$ cat src/rtl/bitstream_decoder.sv
// Decodes parallel unipolar stochastic bitstreams back to binary by counting ones per channel
// over a compute window, latching the counts and window length when the window closes.
module bitstream_decoder #(
   parameter int CHANNELS = 3,
   parameter int LENGTH   = 256,
   parameter int WIDTH    = $clog2(LENGTH + 1)
) (
   input  logic                      clk,
   input  logic                      n_rst,
   input  logic                      compute,
   input  logic [CHANNELS-1:0]       bitstream_in,
   output logic [CHANNELS*WIDTH-1:0] count_out,
   output logic [WIDTH-1:0]          window_len,
   output logic                      valid_out,
   output logic                      done,
   output logic                      overflow
);

   localparam logic [1:0] IDLE  = 2'd0;
   localparam logic [1:0] COUNT = 2'd1;
   localparam logic [1:0] HOLD  = 2'd2;

   localparam logic [WIDTH-1:0] LEN_MAX = WIDTH'(LENGTH);

   logic [1:0]                     state_q,    state_d;
   logic [CHANNELS-1:0][WIDTH-1:0] acc_q,      acc_d;
   logic [WIDTH-1:0]               len_q,      len_d;
   logic                           ovfAcc_q,   ovfAcc_d;
   logic [CHANNELS-1:0][WIDTH-1:0] countOut_q, countOut_d;
   logic [WIDTH-1:0]               winLen_q,   winLen_d;
   logic                           valid_q,    valid_d;
   logic                           done_q,     done_d;
   logic                           ovf_q,      ovf_d;

   // The window-opening edge already counts its bits; the latched result stays visible
   // until a later window closes, and len saturates at LENGTH rather than wrapping.
   always_comb begin
      state_d    = state_q;
      acc_d      = acc_q;
      len_d      = len_q;
      ovfAcc_d   = ovfAcc_q;
      countOut_d = countOut_q;
      winLen_d   = winLen_q;
      valid_d    = valid_q;
      done_d     = 1'b0;
      ovf_d      = ovf_q;

      case (state_q)
         IDLE, HOLD: begin
            if (compute) begin
               state_d = COUNT;
               for (int c = 0; c < CHANNELS; c++) begin
                  acc_d[c] = WIDTH'(bitstream_in[c]);
               end
               len_d    = WIDTH'(1);
               ovfAcc_d = 1'b0;
               valid_d  = 1'b0;
            end
         end
         COUNT: begin
            if (compute) begin
               if (len_q < LEN_MAX) begin
                  for (int c = 0; c < CHANNELS; c++) begin
                     acc_d[c] = acc_q[c] + WIDTH'(bitstream_in[c]);
                  end
                  len_d = len_q + WIDTH'(1);
               end else begin
                  ovfAcc_d = 1'b1;
               end
            end else begin
               countOut_d = acc_q;
               winLen_d   = len_q;
               ovf_d      = ovfAcc_q;
               valid_d    = 1'b1;
               done_d     = 1'b1;
               acc_d      = '0;
               len_d      = '0;
               state_d    = HOLD;
            end
         end
         default: begin
            state_d = IDLE;
         end
      endcase
   end

   always_ff @(posedge clk or negedge n_rst) begin
      if (!n_rst) begin
         state_q    <= IDLE;
         acc_q      <= '0;
         len_q      <= '0;
         ovfAcc_q   <= 1'b0;
         countOut_q <= '0;
         winLen_q   <= '0;
         valid_q    <= 1'b0;
         done_q     <= 1'b0;
         ovf_q      <= 1'b0;
      end else begin
         state_q    <= state_d;
         acc_q      <= acc_d;
         len_q      <= len_d;
         ovfAcc_q   <= ovfAcc_d;
         countOut_q <= countOut_d;
         winLen_q   <= winLen_d;
         valid_q    <= valid_d;
         done_q     <= done_d;
         ovf_q      <= ovf_d;
      end
   end

   assign count_out  = countOut_q;
   assign window_len = winLen_q;
   assign valid_out  = valid_q;
   assign done       = done_q;
   assign overflow   = ovf_q;

endmodule

$ cat config.mk
export PLATFORM = sky130hd
export DESIGN_NAME = bitstream_decoder
export DESIGN_NICKNAME = d
export VERILOG_FILES = /design/src/rtl/bitstream_decoder.sv
export SDC_FILE = /design/constraint.sdc
export NUM_CORES = 1
export LEC_CHECK = 0
export CAP_MARGIN = 5
export CORE_UTILIZATION = 61
export CTS_BUF_LIST = sky130_fd_sc_hd__clkbuf_4
export DETAILED_ROUTE_END_ITERATION = 7
export HOLD_SLACK_MARGIN = 0.06
export PLACE_DENSITY = 0.91
export SKIP_LAST_GASP = 1
export SLEW_MARGIN = 20
export SYNTH_ARGS = -nofsm -noshare
export SYNTH_HDL_FRONTEND = slang
export SYNTH_SLANG_ARGS = --single-unit
$ cat constraint.sdc
create_clock -name clk -period 4.1 [get_ports clk]
set_input_delay 0.41 -clock clk [delete_from_list [all_inputs] [get_ports clk]]
set_output_delay 0.41 -clock clk [all_outputs]
set_load 0.1 [all_outputs]
==> run metrics <==
status=complete, no violations; Cell variety after synth=35; Pwr Total=approximately 0.0017 W; worst clock skew=between 0.009 and 0.01 ns; clk buf depth=2; clk slew on worst S/H paths=around 0.11 ns; Synth Instances=between 200 and 300; die area=between 0.005 and 0.006 mm²; relative slew slack=approximately a third; Setup crit end=acc_q[14]$_DFFE_PN0P_; Avg Cell Area, Syn=roughly 12 µm²; Fin Setup TNS=0 ns; Routed Antenna Nets=0; Yosys top cell by area=dfrtp_1; Worst R2R Path Depth=5; worst-skew pair later-pin latency=0.43 ns; worst setup path start=state_q[1]$_DFFE_PN0P_; largest net degree at the start of global routing=79; clock root buffer=clkbuf_4; P_leak=1.784 nW; drt drc=0; area growth from synthesis to layout=18.79%; Final Util=a little under 80%; via density per instance=6.155; Die H=between 70 and 80 µm; fin crit period=2.403 ns; Post-CTS Hold Fix Bufs=0; worst-path cell chain=and2b_1 > a21oi_2 > buf_4 > o21ai_0 > a21oi_1; antenna cells=0; Storage cell area=between 0.0015 and 0.002 mm²; synth top area cells=dfrtp_1 57%, mux2_2 12%, a21oi_1 4.4%, or3_1 3.5%, o21ai_0 2.6%; worst vdd ir=roughly 0.34 mV; TritonCTS buffer count=9; register bit total from synthesis=78; synth warn=0; max incr delay on CP=approximately 0.79 ns; post-synthesis net count=~300; setup violators final=0; crit path kind=reg -> reg; Cells after DPL=391; grt total ovfl=0; reg2reg setup slack=~1.7 ns; Hold WC Path Type=in -> async; CP endpoint kind=flop; unrepaired setup endpoints after global routing=no; PortBufs=44; hold_ws=around 0.11 ns; # clock sinks=78; routed len/inst=16.12 µm; Top-Level Pins=45; vias in the first global route=approximately 2400; slowest stage cell, crit path=a21oi_2; DR vias=roughly 2500; Overall Global Routing Usage=around a quarter; Initial DRC Count=129; post-synthesis sequential area ratio=between 50% and 60%; initial cell density of the core=64.95%; PostCTS Resize Cnt=0; Core ar.=about 0.0052 mm²; antenna violations before repair=0; cell area after synthesis=approximately 0.0034 mm²; Routed WL=roughly 6.6 mm; multi-input logic area=roughly 0.0014 mm²; share of cells above drive strength 1=approximately 18%; Die W=76.68 µm; site row count=26; TritonCTS clock tree=done; Crit Reg-Reg Startpoint=state_q[1]$_DFFE_PN0P_; maximum clock frequency=416.1 MHz; Critical Path RT=~4.4 ns; RePlAce Congestion=0.8251; reg-to-reg endpoint=acc_q[14]$_DFFE_PN0P_; Max-Cap Viols=0; Slew Limit Fails=0; Tcrit/Tclk final=about three fifths; worst-path fanout max=31; Post-DP HPWL=around 4.2 mm; Post-layout nets=between 300 and 400; crit start category=flop; filler cell count=about 340; crit path DAT=2.75 ns; Worst-Margin Slew=0.9933 ns; Cell Pwr Density=429.9 mW/mm²; share of the synthesized area in the top cell type=a little under three fifths; drt pass-1 iters=4; final std cells w/o fill=slightly above 400; first-pass GRT wire length=between 10 and 15 mm; H-tree depth=3; setup bufs post-CTS=0; Fin. Hold Viols=0
Yosys cell counts:
master	number
nor3b_1	1
o211ai_1	1
and3_1	3
buf_2	11
nand3_1	12
a22o_1	4
a21oi_1	30
nand4_1	5
nor2_1	8
nor3_1	1
ha_1	7
a31oi_1	2
o21ai_1	1
clkbuf_1	3
clkinv_1	1
and2b_4	1
nand2_1	13
and4_1	3
mux2_2	37
dfrtp_1	78
and2b_1	1
o31ai_1	6
nand2b_1	2
a2bb2oi_1	1
inv_1	4
o21ai_0	18
a21o_1	2
nor3_2	1
or2_1	1
a41oi_1	1
o221ai_1	1
a221o_1	2
or4_1	7
o41ai_1	1
or3_1	19
state kept, by name (all words and copies together) (netlist names):
signal,count
count_out,27
overflow,1
valid_out,1
done,1
ovfAcc_q,1
acc_q,27
window_len,9
len_q,9
state_q,2
worst min-delay path by stage:
| stage | start | endpoint | depth (start not counted) |
|---|---|---|---|
| 3_3_place_gp | valid_out$_DFFE_PN0P_ | valid_out$_DFFE_PN0P_ | 1 |
| 3_5_place_dp | valid_out$_DFFE_PN0P_ | valid_out$_DFFE_PN0P_ | 1 |
| 4_1_cts | n_rst | count_out[14]$_DFFE_PN0P_ | 1 |
| 6_report | n_rst | acc_q[12]$_DFFE_PN0P_ | 1 |
| 2_1_floorplan | n_rst | acc_q[0]$_DFFE_PN0P_ | 0 |
| 5_1_grt | n_rst | count_out[14]$_DFFE_PN0P_ | 1 |
critical path, delay by kind of cell (launching register included):
| family | cells | cell delay, ns |
|---|---|---|
| AND/OR/NAND/NOR | 1 | 0.27 |
| AO/OA/AOI/OAI | 3 | 1.11 |
| flip-flops | 1 | 0.52 |
| buffers and inverters | 1 | 0.42 |
stage by stage:
stage | worst slack [ns] | instance area [µm²]
floorplan | 2.416 | 3402
global placement | 1.509 | 3885
detailed placement | 1.378 | 3885
CTS | 1.725 | 4041
global route | 1.518 | 4041
finish | 1.697 | 4041
power breakdown:
group	switching, W	internal (W)	total (W)
Combinational	0.000281	0.0000976	0.000378
Clock	0.000256	0.000257	0.000513
Sequential	0.0000355	0.000810	0.000846
Total	0.000572	0.00116	0.00174
routing by layer:
metal | track usage [%] | vias up | routed length [µm]
met3 | 7.024 | 17 | 349
met5 | 0 | - | 0
met1 | 31.76 | 1258 | 2858
li1 | - | 1165 | -
met4 | 13.65 | 0 | 132
met2 | 39.11 | 65 | 3222
layout make-up:
cell class	count	area share, %
Sequential cell	78	48.30
Multi-Input combinational cell	192	33.99
Timing Repair Buffer	46	11.21
Tap cell	70	2.167
Clock buffer	11	2.043
Clock inverter	5	1.827
Inverter	5	0.4644
cell usage in the layout, fill, tap and decap left out, drive strengths merged, types with 4 or more instances in the layout:
master | synthesis | routed
or4 | 7 | 7
clkbuf | 3 | 11
nor2 | 8 | 8
nand3 | 12 | 12
nand2 | 13 | 13
or3 | 19 | 19
a21oi | 30 | 30
a22o | 4 | 4
nand4 | 5 | 5
inv | 4 | 4
o21ai | 19 | 19
o31ai | 6 | 6
mux2 | 37 | 37
dfrtp | 78 | 78
ha | 7 | 7
clkinv | 1 | 4
clkdlybuf4s50 | 0 | 43
cell families after synthesis:
group	after synthesis	synth area share [%]
AOI/OAI and AO/OA	70	12.21
and+or+nand+nor	78	13.09
muxes	37	12.25
DFF	78	57.37
adders and majority gates	7	2.574
buffers and inverters	19	2.501
(Power assumes the default switching activity.)
==> patch 1: new RTL, same settings <==
Remove the register `done_q`: a continuous assignment takes its place, so the output `done` follows one clock earlier.
--- a/src/rtl/bitstream_decoder.sv
+++ b/src/rtl/bitstream_decoder.sv
@@ -93,7 +93,6 @@
          countOut_q <= '0;
          winLen_q   <= '0;
          valid_q    <= 1'b0;
-         done_q     <= 1'b0;
          ovf_q      <= 1'b0;
       end else begin
          state_q    <= state_d;
@@ -103,10 +102,11 @@
          countOut_q <= countOut_d;
          winLen_q   <= winLen_d;
          valid_q    <= valid_d;
-         done_q     <= done_d;
          ovf_q      <= ovf_d;
       end
    end
+
+   assign done_q = done_d;
 
    assign count_out  = countOut_q;
    assign window_len = winLen_q;
Check against the original RTL: not equivalent (a bounded check fails within 4 cycles, from zero or initial values and one cycle with n_rst low).
==> patch 1 against the original RTL <==
  * Cell count shrank 0.49%
  * Final area shrank 1.3%
  * Total power shrank 8.1%
  * Worst setup slack lost 0.090 ns
  * Wire length grew 0.29%
  * Area after synthesis shrank 0.74%
  * Clock power shrank 26%
  * Critical path type is now in -> out
  * Largest cell class unchanged
  * Count of clock-buffer cells in the layout grew 1
  * Sequential cell count shrank 1
==> patch 1: results (changes against the original RTL) <==
Parameter                              Value

Global routing
  Maximum number of pins on one net before global-route repair    78 (was 79)
  Number of global-route vias before repair    2,420 (was 2,433)
  GR Util met2    40.27% (was 39.11%)
  Global-route wire length before repair    11.56 mm (was 11.25 mm)
  GR Util All Layers    25.38% (was 25.06%)
  GRT met1 Usage    33.63% (was 31.76%)
  Met3 Resource Use GR    3.952% (was 7.024%)

Setup path
  Largest driver fanout on the critical path    40 (was 31)
  CP max stage cell    sky130_fd_sc_hd__clkdlybuf4s50_1 (was sky130_fd_sc_hd__a21oi_2)
  CP max stage delay    0.54 ns (was 0.79 ns)
  Launch point of the critical path    compute (was state_q[1])
  Reg-to-reg startpoint    state_q[0] (was state_q[1])
  Worst R2R Path Depth    4 (was 5)
  CP delay by family, top    buffers and inverters (was compound AO/OA/AOI/OAI gates)

Layout
  Share of layout cells above drive strength 1    17.61% (was 17.51%)
  Final standard cell count with taps included and fillers excluded    405 (was 407)
  Final-stage net count    344 (was 345)

CTS
  Maximum clock insertion buffer count    2 (unchanged)
  Post-cts repair resize count    0 (unchanged)
  Total number of H-tree levels    3 (unchanged)

Routing
  Via count of the routed design    2,486 (was 2,505)
  Detailed Route Iter0 Violations    259 (was 129)
  Total Routed Length    6.581 mm (was 6.562 mm)

Placement
  Total half-perimeter wirelength after legalization and detailed placement    4.253 mm (was 4.225 mm)
  Final Wtd Congestion    0.8200 (was 0.8251)
  Inst Count DP    389 (was 391)

Min path
  Hold Crit Class    in -> async (unchanged)

Timing
  Final setup skew    0.008998 ns (was 0.009127 ns)
  Worst Max-Slew Pin Slew    0.9845 ns (was 0.9933 ns)

Logic synthesis
  Fraction of the mapped netlist area in compound gates    12.30% (was 12.21%)
  Part of the Yosys area used for sequential elements    57.06% (was 57.37%)
  Number of instances in the synthesized netlist    288 (was 289)
  Post-synthesis share of cell area spent on full adders, half adders and majority gates    2.594% (was 2.574%)
  Number of nets produced by synthesis    301 (was 302)
  Most area-consuming cells after synthesis    sky130_fd_sc_hd__dfrtp_1 57%, sky130_fd_sc_hd__mux2_2 12%, sky130_fd_sc_hd__a21oi_1 4.4%, sky130_fd_sc_hd__or3_1 3.5%, sky130_fd_sc_hd__o21ai_0 2.7% (was sky130_fd_sc_hd__dfrtp_1 57%, sky130_fd_sc_hd__mux2_2 12%, sky130_fd_sc_hd__a21oi_1 4.4%, sky130_fd_sc_hd__or3_1 3.5%, sky130_fd_sc_hd__o21ai_0 2.6%)
  Most common library cells after synthesis    77 x sky130_fd_sc_hd__dfrtp_1, 37 x sky130_fd_sc_hd__mux2_2, 30 x sky130_fd_sc_hd__a21oi_1 (was 78 x sky130_fd_sc_hd__dfrtp_1, 37 x sky130_fd_sc_hd__mux2_2, 30 x sky130_fd_sc_hd__a21oi_1)
  Fraction of synthesized area in multiplexers    12.34% (was 12.25%)

Pwr
  Total leakage power    0.001759 µW (was 0.001784 µW)
  Peak supply drop    0.3106 mV (was 0.3370 mV)
  Switch Pwr    556.0 µW (was 572.4 µW)

Status
  Result of the run    finished, final reports clean (unchanged)
[patch 1: cell count changes in the layout (fill, tap and decap cells not counted)]
cell and change:
sky130_fd_sc_hd__bufinv_16 -2, sky130_fd_sc_hd__buf_16 +1, sky130_fd_sc_hd__a21oi_2 -1, sky130_fd_sc_hd__clkbuf_4 +1
sky130_fd_sc_hd__a21oi_4 +1, sky130_fd_sc_hd__dfrtp_1 -1, sky130_fd_sc_hd__clkdlybuf4s50_1 -1
[patch 1: kinds of logic after synthesis]
| kind of cell | after synthesis |
|---|---|
| compound gates | 70 |
| buf+inv | 19 |
| fa+ha+maj | 7 |
| mux | 37 |
| simple gates | 78 |
| flops | 77 |
[patch 1: final cells by class]
type	count	area, µm²
clock inverter	3	13.76
fill	341	1216
timing repair buffer	46	470.5
tap	70	87.58
multi-input combinational	192	1381
sequential	77	1927
clock buffer	12	90.09
inverter	5	18.77
[patch 1: power by group through the flow]
stage	logic [µW]	registers, µW	clock network, µW
after floorplan	106	1020	0
after CTS	379	833	383
final	383	833	379
after global routing	402	840	414
after detailed placement	378	848	0
after global placement	370	846	0
[patch 1: worst paths after layout]
path / endpoint / slack, ns
min in group clk: valid_out / 0.51
max in group asynchronous: window_len[4] / 3.38
min reg2reg: valid_out / 0.51
max: done / 1.61
max reg2reg: acc_q[24] / 2.10
min: count_out[14] / 0.12
[patch 1: metal layers]
layer / vias to the layer above / share of wire [%]
met5: - / 0
met4: 0 / 2.4
met3: 17 / 4.5
li1: 1162 / -
met1: 1235 / 44
met2: 72 / 49
[patch 1: metrics by stage]
step                      util (%)  worst slack [ns]  instance area [µm²]  power (µW)
after floorplan                  -             2.133                 3377        1127
after global placement       74.11             1.616                 3857        1216
after detailed placement     74.11             1.506                 3857        1225
after CTS                    76.11             1.608                 3961        1595
after global routing         76.63             1.495                 3989        1656
final                        76.63             1.607                 3989        1596
[patch 1: worst register-to-register path, delay by kind of cell, from the launching register on]
family	cells	cell delay (ns)
AND/OR/NAND/NOR	4	1.51
flip-flops	1	0.44
==> patch 2: new RTL, config.mk and constraints unchanged <==
Made on the original files. The parameter `LENGTH` goes from 256 to 128.
--- a/src/rtl/bitstream_decoder.sv
+++ b/src/rtl/bitstream_decoder.sv
@@ -2,7 +2,7 @@
 // over a compute window, latching the counts and window length when the window closes.
 module bitstream_decoder #(
    parameter int CHANNELS = 3,
-   parameter int LENGTH   = 256,
+   parameter int LENGTH   = 128,
    parameter int WIDTH    = $clog2(LENGTH + 1)
 ) (
    input  logic                      clk,
Interface: changed (resized count_out and window_len); port bits go from 45 to 41. The function was not compared with the original's and may differ.
==> patch 2 against the original RTL <==
  * Die area shrank 8.3%
  * Sequential cell count shrank 8
  * Area after synthesis shrank 8.6%
  * Wire length shrank 8.8%
  * Worst setup slack gained 0.026 ns
  * Final area shrank 7.3%
  * Total power grew 2.4%
  * Critical path type is now reg -> out
==> patch 2: results (changes against the original RTL) <==
Parameter                              Value

Status
  Result of the run    finished, final reports clean (unchanged)

Placement
  Instance area at placement    3542 µm² (was 3885 µm²)
  Number of buffer cells added on primary ports    40 (was 44)
  Inst Count DP    365 (was 391)

Global routing
  Maximum number of pins on one net before global-route repair    38 (was 79)
  Met3 Resource Use GR    5.487% (was 7.024%)
  GR Util met2    40.33% (was 39.11%)
  Number of global-route vias before repair    2,226 (was 2,433)

Logic synthesis
  Syn avg cell area    11.69 µm² (was 11.77 µm²)
  Most common library cells after synthesis    70 x sky130_fd_sc_hd__dfrtp_1, 33 x sky130_fd_sc_hd__mux2_2, 23 x sky130_fd_sc_hd__a21oi_1 (was 78 x sky130_fd_sc_hd__dfrtp_1, 37 x sky130_fd_sc_hd__mux2_2, 30 x sky130_fd_sc_hd__a21oi_1)

Setup path
  Capture instance of the worst register-to-register path    len_q[6] (was acc_q[14])
  Reg-to-reg slack, setup    1.99 ns (was 1.70 ns)
  Largest driver fanout on the critical path    2 (was 31)
  CP max stage delay    1.16 ns (was 0.79 ns)

Layout
  Count of clock buffers in the final design    9 (was 11)
  Filler cell count in the final layout    313 (was 335)
  Layout sequential cell count    70 (was 78)
  Clk cell area share    5.444% (was 3.870%)
  Final-stage net count    322 (was 345)
  Share of layout cells above drive strength 1    20.06% (was 17.51%)
  Inverters excl. clock    6 (was 5)
  Multi-input combinational cell count    179 (was 192)
  Multi-input logic portion of the cell area    33.80% (was 33.99%)

Pwr
  Peak supply drop    0.4424 mV (was 0.3370 mV)
  Combinational power    396 µW (was 378 µW)
  Proportion of total power due to net switching    32.32% (was 32.95%)

Routing
  Routed wire length on met3    319 µm (was 349 µm)
  Routed length on met2    3.073 mm (was 3.222 mm)
  Met1 Wirelength    2.506 mm (was 2.858 mm)
  Average detailed-routed wire length per instance    15.71 µm (was 16.12 µm)

Timing
  Highest clock rate    420.7 MHz (was 416.1 MHz)
  Worst hold-check slack    0.04861 ns (was 0.1077 ns)
-- patch 2: cell types whose count changed after synthesis, moves of 3 or more --
| cell | before | now |
|---|---|---|
| sky130_fd_sc_hd__buf_4 | 0 | 4 |
| sky130_fd_sc_hd__buf_2 | 11 | 3 |
| sky130_fd_sc_hd__and2_1 | 0 | 4 |
| sky130_fd_sc_hd__o31ai_1 | 6 | 3 |
| sky130_fd_sc_hd__or4_1 | 7 | 0 |
| sky130_fd_sc_hd__a21oi_2 | 0 | 4 |
| sky130_fd_sc_hd__or4_4 | 0 | 3 |
| sky130_fd_sc_hd__dfrtp_1 | 78 | 70 |
| sky130_fd_sc_hd__a21oi_1 | 30 | 23 |
| sky130_fd_sc_hd__mux2_2 | 37 | 33 |
-- patch 2: worst max path at each step --
stage,startpoint,to,depth (start not counted)
final,count_out[16],count_out[16],1
after global routing,compute,len_q[6],6
after CTS,count_out[16],count_out[16],1
after detailed placement,compute,len_q[6],6
after global placement,compute,acc_q[22],6
after floorplan,compute,acc_q[22],6
